--- config.mk ---
export PLATFORM = sky130hd
export DESIGN_NAME = uart_op_sequencer
export DESIGN_NICKNAME = d
export VERILOG_FILES = /design/src/rtl/uart_op_sequencer.sv
export SDC_FILE = /design/constraint.sdc
export NUM_CORES = 1
export LEC_CHECK = 0
export ABC_AREA = 0
export CORE_AREA = 2 2 83 85
export CTS_BUF_LIST = sky130_fd_sc_hd__clkbuf_16
export CTS_CLUSTER_SIZE = 25
export DETAILED_ROUTE_END_ITERATION = 16
export DIE_AREA = 0 0 85 87
export PLACE_DENSITY = 0.71
export SLEW_MARGIN = 20
export SYNTH_ARGS = -nofsm -noshare
export SYNTH_HDL_FRONTEND = slang
export SYNTH_SLANG_ARGS = --single-unit
--- constraint.sdc ---
create_clock -name iCE_CLK -period 2.9 [get_ports iCE_CLK]
set_clock_uncertainty 0.2 [all_clocks]
set_input_delay 0.435 -clock iCE_CLK [delete_from_list [all_inputs] [get_ports iCE_CLK]]
set_output_delay 0.435 -clock iCE_CLK [all_outputs]
set_load 0.05 [all_outputs]
--- src/rtl/uart_op_sequencer.sv ---
// uart_op_sequencer: parses framed operand bytes from the UART receiver,
// drives them into the datapath, waits for the datapath to settle,
// captures the result and returns it byte by byte to the UART transmitter.
module uart_op_sequencer #(
  parameter int         OPERAND_BYTES  = 1,
  parameter int         RESULT_BYTES   = 1,
  parameter logic [7:0] SYNC_BYTE      = 8'hA5,
  parameter int         SETTLE_CYCLES  = 4,
  parameter int         TIMEOUT_CYCLES = 1200000
) (
  input  logic                       iCE_CLK,
  input  logic                       rst_n,
  input  logic                       rx_valid,
  input  logic [7:0]                 rx_byte,
  output logic [8*OPERAND_BYTES-1:0] operand,
  output logic                       operand_valid,
  input  logic [8*RESULT_BYTES-1:0]  result,
  output logic                       tx_start,
  output logic [7:0]                 tx_byte,
  input  logic                       tx_busy,
  output logic                       busy,
  output logic                       err_timeout,
  output logic                       err_overrun
);

  localparam int TW = (TIMEOUT_CYCLES > 2) ? $clog2(TIMEOUT_CYCLES) : 1;
  localparam int SW = (SETTLE_CYCLES > 2) ? $clog2(SETTLE_CYCLES) : 1;
  localparam logic [TW-1:0] TIMEOUT_LAST = TW'(TIMEOUT_CYCLES - 1);
  localparam logic [SW-1:0] SETTLE_LAST  = SW'(SETTLE_CYCLES - 1);
  localparam logic [2:0]    OP_LAST      = 3'(OPERAND_BYTES - 1);
  localparam logic [2:0]    RES_LAST     = 3'(RESULT_BYTES - 1);

  typedef enum logic [2:0] {
    IDLE,
    LOAD,
    SETTLE,
    CAPTURE,
    SEND,
    WAIT_TX
  } state_t;

  state_t                     state;
  logic [8*OPERAND_BYTES-1:0] shadow;
  logic [8*OPERAND_BYTES-1:0] shadow_next;
  logic [8*RESULT_BYTES-1:0]  capture;
  logic [7:0]                 cap_byte;
  logic [2:0]                 op_idx;
  logic [2:0]                 res_idx;
  logic [TW-1:0]              timeout_cnt;
  logic [SW-1:0]              settle_cnt;
  logic                       wait_first;

  // Shadow register with the incoming byte merged at the current index
  always_comb begin
    shadow_next = shadow;
    for (int i = 0; i < OPERAND_BYTES; i++) begin
      if (op_idx == 3'(i)) begin
        shadow_next[8*i +: 8] = rx_byte;
      end
    end
  end

  // Capture byte selected by the result index, LSB byte first
  always_comb begin
    cap_byte = '0;
    for (int i = 0; i < RESULT_BYTES; i++) begin
      if (res_idx == 3'(i)) begin
        cap_byte = capture[8*i +: 8];
      end
    end
  end

  // Frame parser, settle/capture sequencing and transmit scheduling
  always_ff @(posedge iCE_CLK or negedge rst_n) begin
    if (!rst_n) begin
      state         <= IDLE;
      shadow        <= '0;
      capture       <= '0;
      operand       <= '0;
      operand_valid <= 1'b0;
      tx_start      <= 1'b0;
      tx_byte       <= '0;
      busy          <= 1'b0;
      err_timeout   <= 1'b0;
      err_overrun   <= 1'b0;
      op_idx        <= '0;
      res_idx       <= '0;
      timeout_cnt   <= '0;
      settle_cnt    <= '0;
      wait_first    <= 1'b0;
    end else begin
      operand_valid <= 1'b0;
      tx_start      <= 1'b0;
      err_timeout   <= 1'b0;
      err_overrun   <= 1'b0;

      if (rx_valid && (state == SETTLE || state == CAPTURE ||
                       state == SEND || state == WAIT_TX)) begin
        err_overrun <= 1'b1;
      end

      case (state)
        IDLE: begin
          if (rx_valid && rx_byte == SYNC_BYTE) begin
            state       <= LOAD;
            op_idx      <= '0;
            timeout_cnt <= '0;
            shadow      <= '0;
            busy        <= 1'b1;
          end
        end

        LOAD: begin
          if (rx_valid) begin
            timeout_cnt <= '0;
            if (op_idx == OP_LAST) begin
              operand       <= shadow_next;
              operand_valid <= 1'b1;
              settle_cnt    <= '0;
              state         <= SETTLE;
            end else begin
              shadow <= shadow_next;
              op_idx <= op_idx + 3'd1;
            end
          end else if (timeout_cnt == TIMEOUT_LAST) begin
            err_timeout <= 1'b1;
            shadow      <= '0;
            busy        <= 1'b0;
            state       <= IDLE;
          end else begin
            timeout_cnt <= timeout_cnt + TW'(1);
          end
        end

        SETTLE: begin
          if (settle_cnt == SETTLE_LAST) begin
            state <= CAPTURE;
          end else begin
            settle_cnt <= settle_cnt + SW'(1);
          end
        end

        CAPTURE: begin
          capture <= result;
          res_idx <= '0;
          state   <= SEND;
        end

        SEND: begin
          if (!tx_busy) begin
            tx_byte    <= cap_byte;
            tx_start   <= 1'b1;
            wait_first <= 1'b1;
            state      <= WAIT_TX;
          end
        end

        WAIT_TX: begin
          if (wait_first) begin
            wait_first <= 1'b0;
          end else if (!tx_busy) begin
            if (res_idx == RES_LAST) begin
              busy  <= 1'b0;
              state <= IDLE;
            end else begin
              res_idx <= res_idx + 3'd1;
              state   <= SEND;
            end
          end
        end

        default: begin
          busy  <= 1'b0;
          state <= IDLE;
        end
      endcase
    end
  end

endmodule

## Word level (Yosys, flattened, before mapping)

Index checks and enable logic that the tools add are counted.

| storage, ports and cells | value |
|---|---|
| word-level logic and storage cells | 120 |
| register bits after elaboration | 70 |
| bits of input ports | 20 |

| cells by class | value |
|---|---|
| mux-type cells | 51 |
| bitwise gates (word level) | 2 |
| equality and inequality tests | 25 |
| $add $sub $neg | 4 |
| reduce and logical (&&, ||, !) cells | 23 |

Operators with widths:

| operator | count |
|---|---|
| $mux 21 | 3 |
| $mux 8 | 6 |
| $mux 3 | 15 |
| $pmux 21 s2 | 1 |
| $ne 2x2->1 const B | 12 |
| $add 21x1->21 const B | 1 |
| $eq 21x21->1 const B | 1 |
| $pmux 3 s6 | 1 |
| $mux 1 | 16 |
| $pmux 8 s2 | 1 |
| $reduce_and 4->1 | 4 |
| $reduce_and 7->1 | 2 |
| $ne 3x3->1 const B | 4 |
| $pmux 3 s2 | 2 |
| $logic_not 3->1 | 3 |
| $eq 8x8->1 const B | 1 |
| $reduce_bool 2->1 | 4 |
| $add 3x1->3 const B | 2 |
| $eq 3x2->1 const B | 2 |
| $eq 3x3->1 const B | 2 |
| $mux 2 | 3 |
| $reduce_and 3->1 | 2 |
| $pmux 1 s4 | 1 |
| $pmux 2 s2 | 1 |
| 10 further kinds | 15 |

## Longest topological paths before layout

Gate-level depths: netlist (run 1).

| logic depth | value |
|---|---|
| word-level depth | 6 |
| mapped depth | 8 |
| gate-level depth less buffers | 7 |

## Least setup slack after synthesis (run 1)

OpenSTA, ideal clock, no wires.

| timing | value |
|---|---|
| path type | input to register |
| start | input port rx_byte[6] |
| end | register timeout_cnt[14] |
| required time | 2,623 ps |
| buffers on the path | 0 |
| data arrival time | 1,765 ps |
| stages on the path | 5 |
| setup slack | 857 ps |
| path through | nor4b_4 -> a31oi_4 -> o21bai_4 -> or4_1 -> a21oi_1 |

| between the ends | value |
|---|---|
| longest elaborated chain between the ends | 4 |

RTL lines:

| item | line | RTL |
|---|---|---|
| start: declaration | 14 | `input logic [7:0] rx_byte,` |
| $eq 8x8->1 | 104 | `if (rx_valid && rx_byte == SYNC_BYTE) begin` |
| $logic_and 1x1->1 | 104 |  |
| $ne 2x2->1 (no source line) | -- |  |
| $reduce_and 3->1 (no source line) | -- |  |
| end signal: assignment | 131 | `timeout_cnt <= timeout_cnt + TW'(1);` |
| end: declaration | 49 | `logic [TW-1:0] timeout_cnt;` |

No other way between the ends.
A chain may end at the register's enable or synchronous reset.

## Final worst setup path (run 1)

Ends and elaborated chain as after synthesis.

==> results of run 1 <==
[cell families (layout without fill, tap and decap cells)]
logic type / after synthesis / in the layout / share of synthesized area
buf+inv: 28 / 76 / 0.0467
compound gates: 62 / 62 / 0.122
flops: 62 / 62 / 0.495
simple gates: 122 / 122 / 0.232
mux: 17 / 17 / 0.0611
fa+ha+maj: 6 / 6 / 0.0240
xor+xnor: 7 / 7 / 0.0196
[cell type report]
class,instances,area [um2]
flip-flops and latches,62,1550
fillers,543,2690
multi-input cells,214,1440
repair buffers,48,455
well taps,80,100
clock inverters,7,65.1
clock buffers,9,225
inverters,12,45.0
[synth_stat cells (all sizes together), types with 8 or more instances]
| cell | instances | share of area |
|---|---|---|
| mux2 | 17 | 0.061 |
| or3 | 11 | 0.022 |
| nand3 | 16 | 0.026 |
| nor2 | 14 | 0.017 |
| buf | 8 | 0.020 |
| o21ai | 28 | 0.045 |
| a21oi | 17 | 0.027 |
| nand2 | 33 | 0.040 |
| dfrtp | 62 | 0.50 |
| clkbuf | 8 | 0.012 |
| nand4 | 11 | 0.029 |
| inv | 12 | 0.014 |
[per-stage QoR]
step | utilization | instance area (um2)
detailed placement | 0.546 | 3590
global placement | 0.546 | 3590
floorplan | - | 3130
CTS | 0.590 | 3880
finish | 0.590 | 3880
global route | 0.590 | 3880
[worst max path at each step]
stage / endpoint / slack, ps
2_1_floorplan: timeout_cnt[14] / 860
3_3_place_gp: timeout_cnt[14] / 170
3_5_place_dp: timeout_cnt[14] / 130
4_1_cts: timeout_cnt[14] / 450
5_1_grt: timeout_cnt[14] / 330
6_report: timeout_cnt[14] / 450
[state kept, by name (all words and copies together), names as in the netlist]
name / cells
tx_start: 1
settle_cnt: 2
op_idx: 3
capture: 8
err_timeout: 1
operand: 8
busy: 1
timeout_cnt: 21
operand_valid: 1
state: 3
res_idx: 3
err_overrun: 1
tx_byte: 8
wait_first: 1
[worst max-delay path: stages]
cell and delay (ps):
clkdlybuf4s50_1 460, nor4b_4 430, a31oi_4 170, o21bai_4 340, or4_1 510, a21oi_1 150
[power by group]
| group | internal (mW) | switching [mW] | total, mW |
|---|---|---|---|
| Combinational | 0.549 | 0.968 | 1.52 |
| Clock | 0.659 | 0.370 | 1.03 |
| Sequential | 1.11 | 0.161 | 1.27 |
| Total | 2.32 | 1.50 | 3.82 |
[per-layer routing]
| metal | up-vias | wire length [um] | global-route usage |
|---|---|---|---|
| met4 | 0 | 113 | 0.0808 |
| met3 | 9 | 260 | 0.0417 |
| met2 | 56 | 2930 | 0.292 |
| met5 | - | 0 | 0 |
| li1 | 1174 | - | - |
| met1 | 1169 | 2910 | 0.261 |
==> flow_summary.yaml, run 1 <==
detailed_routing:
  ant_nets: 0
  avgViaCountPerCell: 5.57
  routed_wl_um: 6210
  firstDrtPassIters: 4
  remaining_drc_errors: 0
  drt_iter0_markers: 156
  vias: 2408
  post_drt_wl_per_cell_um: 14.4
synth:
  async_flop_share: 1.00
  synth_seq_cells: 62
  synth_ff_type: "dfrtp_1"
  seq_area_frac_synth: 0.495
  yosys_warnings: 0
  synthesis.nets: 330
  synth-edff-count: 0
  yosysUniqueCellTypes: 55
  synthCells: 304
  netlist_area_um2: 3130
  syn_area_per_cell_um2: 10.3
placed_design:
  post-dp-hpwl_um: 4490
  post-place-ws_ps: 131
  io_buffers: 40
  placed_cells: 416
  place.gp.congestion: 0.850
outcome:
  violations: "negative hold slack"
  status: "finished with violations"
layout:
  syn2layout_area_growth_pct: 23.8
  finalNonFillerCells: 432
  final_common_cell: "dfrtp_1"
  n_antenna_cell: 0
  drive_gt1_frac: 0.136
  final_cell_mix: "dfrtp_1 (62), clkdlybuf4s50_1 (39), nand2_1 (33), o21ai_1 (22), a21oi_1 (17)"
  num-nets-final: 373
cts:
  cts_root_buffer: "clkbuf_16"
  cts_setup_buffers: 0
  cts_hold_buf: 0
  cts.sinks: 62
  clockBufferDepth: 2
  cts_buffers: 9
  cts_resized: 0
  cts_tree: "built"
  clk_pin_slew_ps: 50
  htree_levels: 3
  clk_latency_ps: 320
die:
  dieArea_um2: 7400
  die_h_um: 87
  die_width_um: 85
  initial_core_util: 0.477
  core_area_um2: 6570
  rows: 30
  ios: 41
worst_setup_path:
  timing.rr.end: "timeout_cnt[16]"
  startpoint: "rx_byte[6]"
  ff2ff_setup_slack_ps: 660
  critPathKind: "in -> reg"
  r2r-start: "state[1]"
  start_kind: "primary input"
  crit_path_max_fanout: 27
  reg2reg_depth: 5
  cp.required_ps: 2940
  crit_arrival_ps: 2500
  endpoint_kind: "flop"
power:
  ir_drop_mv: 0.627
  leakage_nw: 1.66
  p_per_area_nw_per_um2: 985
  p_total_mw: 3.82
global_routing:
  overflow: 0
  grt.total_usage: 0.190
  grt_pass1_wl_um: 11100
  grt_max_degree: 35
  grt_pass1_vias: 2390
  antenna_found_initial: 0
sta:
  relSlewSlack: 0.483
  setup_viol: 0
  finalHoldViolCount: 7
  drv_slew: 0
  tns_ps: 0
  finalCriticalPeriod_ps: 2450
  hold_ws_ps: -11.2
  setup_ws_ps: 447
  clock.fmax_ghz: 0.408
  rsz0062_at_grt: "false"
  worst_slew_pin_slew_ps: 776
  finalCritPeriodShare: 0.846
hold_path:
  hold_path.class: "in -> async"
job:
  maxCapViolCount: 0
No activity file was read; power rests on OpenSTA's default activity.
==> inputs of run 2 (changes only) <==
==> constraint.sdc (replaced) <==
create_clock -name iCE_CLK -period 2.4 [get_ports iCE_CLK]
set_clock_uncertainty 0.2 [all_clocks]
set_input_delay 0.36 -clock iCE_CLK [delete_from_list [all_inputs] [get_ports iCE_CLK]]
set_output_delay 0.36 -clock iCE_CLK [all_outputs]
set_load 0.05 [all_outputs]
==> run 2 against run 1 <==
The run now ends clean. Sequential share of layout area shrank 1.5 points. Highest routed layer unchanged. Worst setup slack lost 290 ps. Hold slack gained 290 ps. First-iteration DRC count shrank 20%. Global-route usage grew 0.85 points. Utilization grew 2.2 points. Critical path type unchanged.
==> flow_summary.yaml, run 2 (same netlist as run 1, synthesis figures left out) <==
sta:
  setup_viol: 0
  relSlewSlack: 0.644
  hold_ws_ps: 282
  rsz0062_at_grt: "false"
  drv_slew: 0
  worst_slew_pin_slew_ps: 533
  finalHoldViolCount: 0
  finalCritPeriodShare: 0.933
  clock.fmax_ghz: 0.447
  finalCriticalPeriod_ps: 2240
power:
  p_per_area_nw_per_um2: 1220
  ir_drop_mv: 0.935
  leakage_nw: 1.73
placed_design:
  placed_cells: 426
  place.gp.congestion: 0.849
  io_buffers: 40
  post-dp-hpwl_um: 4520
worst_setup_path:
  critPathBufInv: 1
  crit_arrival_ps: 2290
  crit_path_max_fanout: 26
  path_cells: "clkdlybuf4s50_1 -> nor4b_4 -> a31oi_4 -> o21bai_4 -> or4_1 -> a21oi_1"
  cp.required_ps: 2450
  crit_family: "simple AND/OR/NAND/NOR gates"
  start_kind: "primary input"
  crit_path_max_incr_delay_ps: 500
  critPathKind: "in -> reg"
  slowest_stage: "or4_1"
  endpoint_kind: "flop"
layout:
  largest_reg_flops: 21
  finalNonFillerCells: 443
  drive_gt1_frac: 0.157
  final_common_cell: "dfrtp_1"
  fillCellCount: 520
  n_antenna_cell: 0
  num-nets-final: 384
  top_register: "timeout_cnt"
  syn2layout_area_growth_pct: 28.4
  seq_area_um2: 1550
  final_cell_mix: "dfrtp_1 (62), clkdlybuf4s50_1 (39), nand2_1 (33), o21ai_1 (22)"
  multi_input_area_um2: 1440
hold_path:
  hold_path.class: "reg -> reg"
global_routing:
  antenna_found_initial: 0
  grt.total_usage: 0.198
  grt_pass1_vias: 2453
  grt_pass1_wl_um: 11500
  grt_max_degree: 63
  overflow: 0
detailed_routing:
  drt_iter0_markers: 125
  routed_wl_um: 6610
  avgViaCountPerCell: 5.58
  post_drt_wl_per_cell_um: 14.9
  firstDrtPassIters: 4
  ant_nets: 0
  remaining_drc_errors: 0
  vias: 2470
die:
  rows: 30
  die_width_um: 85
  ios: 41
  dieArea_um2: 7400
  die_h_um: 87
  core_area_um2: 6570
  initial_core_util: 0.477
outcome:
  status: "finished clean"
cts:
  htree_levels: 3
  clockBufferDepth: 2
  cts_tree: "built"
  cts_root_buffer: "clkbuf_16"
  cts.sinks: 62
  cts_buffers: 9
  clk_latency_ps: 330
  cts_setup_buffers: 0
  clk_pin_slew_ps: 50
job:
  maxCapViolCount: 0
==> run 2: path summary, 6_finish.rpt <==
path / from / end / slack (ps) / cells after the start
max: rx_byte[6] / timeout_cnt[14] / 160 / 6
min: tx_byte[0] / tx_byte[0] / 280 / 2
max reg2reg: timeout_cnt[15] / state[0] / 200 / 6
min reg2reg: tx_byte[0] / tx_byte[0] / 280 / 2
max in group asynchronous: rst_n / timeout_cnt[17] / 1340 / 3
min in group asynchronous: rst_n / timeout_cnt[11] / 360 / 3
==> run 2: worst min-delay path: cells and delay by family (launching register included) <==
kind / cells / cell delay [ps]
compound gates: 1 / 60
flops: 1 / 340
simple gates: 1 / 50
==> run 2: metal layers <==
| layer | wire length (um) | GRT usage | up-vias | part of all wire |
|---|---|---|---|---|
| met5 | 0 | 0 | - | 0 |
| met4 | 145 | 0.0880 | 0 | 0.022 |
| met3 | 339 | 0.0626 | 16 | 0.051 |
| met2 | 3170 | 0.317 | 52 | 0.48 |
| met1 | 2960 | 0.249 | 1200 | 0.45 |
| li1 | - | - | 1202 | - |
==> run 2: area by class of cell <==
cell class | count | area share
inverter | 12 | 0.0112
tap | 80 | 0.0249
timing repair buffer | 59 | 0.137
sequential | 62 | 0.385
clock inverter | 7 | 0.0283
multi-input combinational | 214 | 0.357
clock buffer | 9 | 0.0560
==> run 2: repair_timing <==
action	4_1_cts	5_1_grt
hold endpoints to repair	62	0
hold buffers	1	0
resized for setup	0	0
==> run 2: stage by stage <==
step	worst slack (ps)	TNS [ps]	util	area, um2	power, mW
6_report	162	0	0.613	4030	4.91
5_1_grt	31.3	0	0.613	4030	5.17
4_1_cts	152	0	0.613	4030	4.95
3_5_place_dp	-185	-1050	0.560	3680	3.46
3_3_place_gp	-115	-171	0.560	3680	3.40
2_1_floorplan	432	0	-	3130	2.86
==> run 2: power breakdown <==
group,total (mW),internal (mW),switching [mW],leakage [nW]
Combinational,1.88,0.709,1.17,0.758
Clock,1.47,1.01,0.460,0.164
Sequential,1.56,1.34,0.221,0.806
Total,4.91,3.06,1.85,1.73
==> inputs of run 3 (changes only) <==
--- a/config.mk
+++ b/config.mk
@@ -12,7 +12,6 @@
 export DETAILED_ROUTE_END_ITERATION = 16
 export DIE_AREA = 0 0 85 87
 export PLACE_DENSITY = 0.71
-export SLEW_MARGIN = 20
 export SYNTH_ARGS = -nofsm -noshare
 export SYNTH_HDL_FRONTEND = slang
 export SYNTH_SLANG_ARGS = --single-unit
==> results of run 3 <==
Final layout, timing and power as in run 2 (identical DEF).
==> RTL change, RTL diff (settings of run 3) <==
Set the parameter `SETTLE_CYCLES` to 8 (it was 4).
--- a/src/rtl/uart_op_sequencer.sv
+++ b/src/rtl/uart_op_sequencer.sv
@@ -5,7 +5,7 @@
   parameter int         OPERAND_BYTES  = 1,
   parameter int         RESULT_BYTES   = 1,
   parameter logic [7:0] SYNC_BYTE      = 8'hA5,
-  parameter int         SETTLE_CYCLES  = 4,
+  parameter int         SETTLE_CYCLES  = 8,
   parameter int         TIMEOUT_CYCLES = 1200000
 ) (
   input  logic                       iCE_CLK,
Behaviour: not the same (Yosys sat finds a counterexample within 10 cycles, from zero or initial values and one cycle with rst_n low).
==> RTL change against run 3 <==
Register-to-register slack improved by 0.04 ns; non-clock buffer count increased by 3; sequential cell count increased by 1; total power decreased by 1.2%; worst hold slack got worse by 0.00096 ns; cell count increased by 1.8%; synthesized area increased by 0.24%; final area increased by 2.2%; routed wire length decreased by 1.9%; setup slack improved by 0.051 ns; combinational power decreased by 4%; sequential share of layout area decreased by 0.24 points; critical path type unchanged; critical endpoint is now timeout_cnt[19]; largest power group unchanged; highest routed layer unchanged.
==> RTL change: results <==
{
  "dr.pass1.iters": 4,
  "async_reset_ff_share_pct": 100,
  "synthTopCellsByCount": "dfrtp_1 (63), nand2_1 (38), o21ai_0 (22), nor2_1 (20), mux2_2 (18)",
  "pwr-share-seq_pct": 31.9,
  "yosysSeqAreaShare_pct": 50.2,
  "hp-class": "flip-flop to flip-flop",
  "clockPowerShare_pct": 30.7,
  "regMostFlops": "timeout_cnt",
  "synth_compound_area_share_pct": 11.7,
  "dp.cells": 434,
  "drive_above_1_share_pct": 18.1,
  "comb-power_mw": 1.81,
  "routedWlPerCell_um": 14.4,
  "cp_slowest_cell": "clkdlybuf4s50_1",
  "cpPeakStageDelay_ns": 0.46,
  "p_leak_nw": 1.81,
  "port_buffers": 40,
  "syn-num-nets": 331,
  "grt_max_degree": 64,
  "yosys_warnings": 0,
  "avgSynthCellArea_um2": 10.3,
  "cts_root_buf": "clkbuf_16",
  "numCtsBuffers": 9,
  "vias_per_cell": 5.45,
  "max_slew_margin_pct": 51.6,
  "grtUsageTotal_pct": 19.5,
  "cts.reportedPaths.clkPinSlew_ns": 0.06,
  "yosys.cell_types.count": 49,
  "outcome": "completed",
  "dp_hpwl_um": 4590,
  "crit_fanout": 6,
  "grt_antenna_before_repair": 0,
  "largest_reg_flops": 21,
  "placed_cell_area_mm2": 0.00375,
  "crit_family": "simple AND/OR/NAND/NOR gates",
  "pre_cts_slack_ns": -0.127,
  "fillCellCount": 537,
  "yosys.area.top_type_share_pct": 50.2,
  "finalHoldViolCount": 0,
  "grt_pass1_wl_um": 11400,
  "gp_congestion": 0.872,
  "synth_xor_area_share_pct": 2.51,
  "ys.flop_type": "dfrtp_1",
  "synth_area_leaders": "dfrtp_1 (50%), mux2_2 (6.5%), nand2_1 (4.5%), o21ai_0 (3.5%), ha_1 (2.8%)",
  "vias": 2460,
  "nets": 393,
  "synth_mux_area_share_pct": 7.09,
  "synth_fa_ha_area_share_pct": 2.79,
  "drt_iter0_drc": 107,
  "cts_setup_buffers": 0,
  "antenna_cells": 0,
  "cp.arrival_ns": 2.20,
  "htreeDepth": 3,
  "clk_path_buf_depth": 2,
  "insertion_delay_ns": 0.33,
  "ir_drop_mv": 0.818,
  "intPower_mw": 3.11
}
[RTL change: cell types whose count changed after synthesis, moves of 4 or more]
cell,before,now
o21a_1,1,8
o21ai_1,22,1
a21oi_1,17,11
mux2_1,7,0
nand2_1,33,38
nand2b_1,3,7
nor3_1,3,8
or3_1,11,6
nor2_1,14,20
mux2_2,10,18
o21ai_0,6,22
[RTL change: layer usage]
metal  vias up  GRT usage, %  part of all wire [%]
met5         -             0                     0
met4         0          6.93                  0.82
met3         6          4.83                   4.0
met2        55          32.2                    50
met1      1186          25.1                    45
li1       1213             -                     -
[RTL change: logic make-up after synthesis]
logic type,after synthesis
AOI/OAI and AO/OA,56
xor gates and xnor gates,9
adders and majority gates,7
buffers and inverters,21
DFF,63
muxes,20
and+or+nand+nor,128
[RTL change: path summary, 6_finish.rpt]
check | start | end | slack, ns | cells past startpoint
max in group asynchronous | rst_n | timeout_cnt[6] | 1.35 | 3
hold / removal | tx_byte[2] | tx_byte[2] | 0.28 | 2
setup reg to reg | timeout_cnt[0] | busy | 0.24 | 7
hold reg to reg | tx_byte[2] | tx_byte[2] | 0.28 | 2
min in group asynchronous | rst_n | timeout_cnt[5] | 0.35 | 3
setup / recovery | rx_byte[6] | timeout_cnt[19] | 0.21 | 6
[RTL change: what timing repair did]
item | in CTS | in global routing
resized for setup | 0 | 1
endpoints found under the setup margin | 0 | 1
hold buffers | 1 | 0
endpoints found under the hold margin | 63 | 0
[RTL change: layout make-up]
cell class	instances	area, µm²	area share (%)
flip-flops and latches	63	1580	38.3
well taps	80	100	2.43
multi-input cells	220	1480	36.0
repair buffers	62	576	14.0
inverters	10	37.5	0.912
clock buffers	9	225	5.47
clock inverters	7	120	2.92
